### src/rtl/ws2812_pixel_writer.sv
// Packs the WS2812 receiver's G,R,B byte stream into 24-bit pixels and writes them
// into one bank of a double-buffered frame RAM. Banks swap only after a complete frame.
module ws2812_pixel_writer #(
  parameter int NUM_PIXELS = 1152,
  parameter int ADDR_WIDTH = 11
) (
  input  logic                  CLK_40,
  input  logic                  reset,
  input  logic [7:0]            rx_data,
  input  logic                  rx_strobe,
  input  logic                  frame_sync,
  output logic                  wr_en,
  output logic [ADDR_WIDTH-1:0] wr_addr,
  output logic [23:0]           wr_data,
  output logic                  wr_bank,
  output logic                  frame_done,
  output logic                  short_frame,
  output logic                  overflow,
  output logic [ADDR_WIDTH-1:0] pixel_count
);

  // state | meaning
  // IDLE  | after reset, waiting for the first frame_sync rise; bytes ignored
  // RECV  | accumulating bytes into pixels
  // DONE  | full frame written; further bytes only raise overflow
  typedef enum logic [1:0] {IDLE, RECV, DONE} state_t;

  localparam logic [ADDR_WIDTH-1:0] LAST_PIX = ADDR_WIDTH'(NUM_PIXELS - 1);

  state_t                state_q;
  logic [2:0]            strb_sync_q;
  logic [2:0]            fsync_sync_q;
  logic [1:0]            phase_q;
  logic [7:0]            g_q;
  logic [7:0]            r_q;
  logic                  wr_en_q;
  logic [ADDR_WIDTH-1:0] wr_addr_q;
  logic [23:0]           wr_data_q;
  logic                  wr_bank_q;
  logic                  frame_done_q;
  logic                  short_frame_q;
  logic                  overflow_q;
  logic [ADDR_WIDTH-1:0] pixel_count_q;

  logic strb_rise;
  logic fsync_rise;

  assign strb_rise  = strb_sync_q[1] & ~strb_sync_q[2];
  assign fsync_rise = fsync_sync_q[1] & ~fsync_sync_q[2];

  always_ff @(posedge CLK_40 or posedge reset) begin
    if (reset) begin
      state_q       <= IDLE;
      strb_sync_q   <= '0;
      fsync_sync_q  <= '0;
      phase_q       <= '0;
      g_q           <= '0;
      r_q           <= '0;
      wr_en_q       <= 1'b0;
      wr_addr_q     <= '0;
      wr_data_q     <= '0;
      wr_bank_q     <= 1'b0;
      frame_done_q  <= 1'b0;
      short_frame_q <= 1'b0;
      overflow_q    <= 1'b0;
      pixel_count_q <= '0;
    end else begin
      strb_sync_q   <= {strb_sync_q[1:0], rx_strobe};
      fsync_sync_q  <= {fsync_sync_q[1:0], frame_sync};
      wr_en_q       <= 1'b0;
      frame_done_q  <= 1'b0;
      short_frame_q <= 1'b0;
      // Swap one cycle after frame_done so the last pixel lands in the old bank.
      if (frame_done_q) wr_bank_q <= ~wr_bank_q;

      case (state_q)
        IDLE: begin
          if (fsync_rise) begin
            state_q       <= RECV;
            phase_q       <= '0;
            pixel_count_q <= '0;
          end
        end
        RECV: begin
          // A sync rise wins over a coincident byte, which is dropped.
          if (fsync_rise) begin
            if ((pixel_count_q != '0) || (phase_q != 2'd0)) short_frame_q <= 1'b1;
            phase_q       <= '0;
            pixel_count_q <= '0;
          end else if (strb_rise) begin
            case (phase_q)
              2'd0: begin
                g_q     <= rx_data;
                phase_q <= 2'd1;
              end
              2'd1: begin
                r_q     <= rx_data;
                phase_q <= 2'd2;
              end
              default: begin
                wr_data_q     <= {r_q, g_q, rx_data};
                wr_addr_q     <= pixel_count_q;
                wr_en_q       <= 1'b1;
                pixel_count_q <= pixel_count_q + 1'b1;
                phase_q       <= 2'd0;
                if (pixel_count_q == LAST_PIX) begin
                  state_q      <= DONE;
                  frame_done_q <= 1'b1;
                end
              end
            endcase
          end
        end
        DONE: begin
          if (fsync_rise) begin
            state_q       <= RECV;
            phase_q       <= '0;
            pixel_count_q <= '0;
            overflow_q    <= 1'b0;
          end else if (strb_rise) begin
            overflow_q <= 1'b1;
          end
        end
        default: state_q <= IDLE;
      endcase
    end
  end

  assign wr_en       = wr_en_q;
  assign wr_addr     = wr_addr_q;
  assign wr_data     = wr_data_q;
  assign wr_bank     = wr_bank_q;
  assign frame_done  = frame_done_q;
  assign short_frame = short_frame_q;
  assign overflow    = overflow_q;
  assign pixel_count = pixel_count_q;

endmodule

### config.mk
export PLATFORM = sky130hd
export DESIGN_NAME = ws2812_pixel_writer
export DESIGN_NICKNAME = d
export VERILOG_FILES = /design/src/rtl/ws2812_pixel_writer.sv
export SDC_FILE = /design/constraint.sdc
export NUM_CORES = 1
export LEC_CHECK = 0
export ABC_AREA = 1
export CORE_MARGIN = 1.5
export CORE_UTILIZATION = 51
export CTS_CLUSTER_DIAMETER = 30
export DETAILED_ROUTE_END_ITERATION = 16
export PLACE_DENSITY = 0.79
export SLEW_MARGIN = 10
export SYNTH_ARGS = -nofsm -noshare
export SYNTH_HDL_FRONTEND = slang
export SYNTH_SLANG_ARGS = --single-unit
### constraint.sdc
create_clock -name CLK_40 -period 3.5 [get_ports CLK_40]
set_input_delay 0.875 -clock CLK_40 [delete_from_list [all_inputs] [get_ports CLK_40]]
set_output_delay 0.875 -clock CLK_40 [all_outputs]
set_load 0.02 [all_outputs]
==> impl_metrics.json <==
{
  "syn_nets": 350,
  "tns_ns": 0,
  "tritoncts": "yes",
  "hold_start": "strb_sync_q[0]$_DFF_PP0_",
  "p_leak_nw": 2.00,
  "grt_pass1_wl_mm": 10.9,
  "synth_top_area_cell": "dfrtp_1",
  "insertion_delay_ns": 0.35,
  "async_reset_ff_share_pct": 100,
  "syn_area_per_cell_um2": 9.52,
  "slowest_stage": "clkdlybuf4s50_1",
  "core_um2": 5990,
  "seq_area_frac_synth_pct": 60.2,
  "rsz0062_at_grt": "false",
  "die_h_um": 82.2,
  "critPathLaunchType": "register",
  "cts_buffers": 9,
  "dieArea_um2": 6760,
  "synthesis.area_um2": 3200,
  "antenna_found_initial": 0,
  "grt_use_total_pct": 21.8,
  "hold_buffers": 0,
  "outcome": "completed",
  "dpl_cell_area_um2": 3880,
  "dp_hpwl_mm": 4.58,
  "synth-edff-count": 0,
  "powerDensity_nw_per_um2": 675,
  "synth.most_common_cell": "nand2_1",
  "cts_setup_buffers": 0,
  "yosysTopAreaCellShare_pct": 60.2,
  "nFillCells": 479,
  "postRouteAntennaNets": 0,
  "path_cells": "clkdlybuf4s50_1",
  "yosysWarnings": 0,
  "hold_ws_ns": 0.358,
  "worst-path-buf-inv": 1,
  "synth_cell_types": 26,
  "path_class": "reg -> out",
  "htreeDepth": 3,
  "final_core_util_pct": 68.4,
  "first_global_vias": 2429,
  "crit_start": "pixel_count[6]$_DFFE_PP0P_",
  "required_ns": 2.62,
  "irDropWorstVdd_mv": 0.467,
  "clkTransAtPathRegs_ns": 0.07,
  "cp.arrival_ns": 1.45,
  "crit_family": "buffers and inverters",
  "timing.final.crit_share_pct": 66.5,
  "drt-total-wl_mm": 6.53,
  "r2r_slack_ns": 1.65,
  "drive_gt1_share_pct": 11.8,
  "top_layer_used": "met4",
  "wl_met3_um": 246,
  "place_congestion": 0.860,
  "slew_violations": 0,
  "synth_flop_cell": "dfrtp_1",
  "finalCriticalPeriod_ns": 2.33,
  "synthTopCellsByCount": "nand2_1, dfrtp_1, inv_1",
  "multi_input_area_um2": 1050,
  "finalHoldViolCount": 0,
  "drc_errors": 0,
  "clockBufferDepth": 2,
  "ctsResizeCount": 0,
  "ios": 63,
  "setup_viol": 0,
  "min_path_type": "reg -> reg",
  "die_x_um": 82.2,
  "cp_max_fo": 5,
  "stdcell_area_um2": 4100,
  "wl_met1_mm": 2.91,
  "regArea_um2": 1930,
  "vias": 2421,
  "dr.first_iter.drc_count": 125,
  "wl_per_cell_um": 13.5,
  "nNetsFinal": 417,
  "root_buffer": "clkbuf_8",
  "num_antenna_cells": 0,
  "synth_cells": 336,
  "num_rows": 28,
  "ys_ff_latch": 77,
  "clock_skew_ns": 0.00905,
  "dr.pass1.iters": 4,
  "fmax_mhz": 430,
  "clock_sinks": 77,
  "slew_headroom_pct": 60.8,
  "area_delta_synth_final_pct": 28.0,
  "cap_violations": 0,
  "grt_overflow": 0,
  "cp-end-kind": "primary output",
  "tightestPinTransition_ns": 0.589,
  "met2_length_mm": 3.27,
  "io_buffers": 62,
  "rr_startpoint": "strb_sync_q[2]$_DFF_PP0_",
  "vias_per_cell": 5.02,
  "grt_start_max_net_pins": 54,
  "synth_area_leaders": "dfrtp_1, nand2_1, o21ai_2",
  "initial_core_util_pct": 53.4,
  "cpPeakStageDelay_ns": 0.65
}
[state kept, by name (all words and copies together), names as in the netlist]
| name | count |
|---|---|
| phase_q | 2 |
| wr_addr | 11 |
| wr_bank | 1 |
| fsync_sync_q | 3 |
| state_q | 2 |
| g_q | 8 |
| wr_en | 1 |
| r_q | 8 |
| wr_data | 24 |
| pixel_count | 11 |
| short_frame | 1 |
| frame_done | 1 |
| overflow | 1 |
| strb_sync_q | 3 |
[final cells by class]
class | instances | share of cell area [%]
inverters | 42 | 3.97
clock inverters | 4 | 1.77
multi-input cells | 209 | 25.7
repair buffers | 64 | 15.8
well taps | 75 | 2.29
clock buffers | 11 | 3.45
flip-flops and latches | 77 | 47.0
[where the power goes]
group / internal [mW] / switching [mW]
combinational: 0.372 / 0.427
clock: 0.416 / 0.306
sequential: 1.12 / 0.127
[final timing paths]
| path | to | cells after the start |
|---|---|---|
| worst max-delay path | pixel_count[6] | 1 |
| worst min-delay path | strb_sync_q[1]$_DFF_PP0_ | 0 |
| worst max register to register | wr_addr[0]$_DFFE_PP0P_ | 7 |
| worst min register to register | strb_sync_q[1]$_DFF_PP0_ | 0 |
| max in group asynchronous | g_q[0]$_DFFE_PP0P_ | 3 |
| min in group asynchronous | wr_data[9]$_DFFE_PP0P_ | 2 |
[layout by cell type (no fill, tap or decap), types with 9 or more instances in the layout]
master | netlist | layout
nand2_1 | 114 | 114
dfrtp_1 | 77 | 77
clkdlybuf4s50_1 | 0 | 62
inv_1 | 37 | 36
o21ai_1 | 20 | 20
o21ai_2 | 16 | 16
nand3_1 | 12 | 12
nor2_1 | 10 | 10
clkbuf_8 | 0 | 10
a21oi_1 | 9 | 9
[metal layers]
metal | global-route usage (%) | up-vias
li1 | - | 1191
met1 | 26.1 | 1163
met5 | 0 | -
met2 | 37.5 | 54
met4 | 10.2 | 0
met3 | 4.62 | 13
[through the flow]
step	setup slack, ns	power, mW	std cells
6_report	1.17	2.77	482
5_1_grt	1.12	2.93	482
4_1_cts	1.18	2.79	482
3_5_place_dp	1.55	2.07	467
3_3_place_gp	1.58	2.03	467
2_1_floorplan	0.658	1.71	336
[kinds of logic after synthesis]
group | share of synthesized area [%]
and+or+nand+nor | 21.0
DFF | 60.2
AOI/OAI and AO/OA | 10.8
buffers and inverters | 6.92
adders and majority gates | 0.782
xor gates and xnor gates | 0.274
Power figures use the tool's default switching activity.
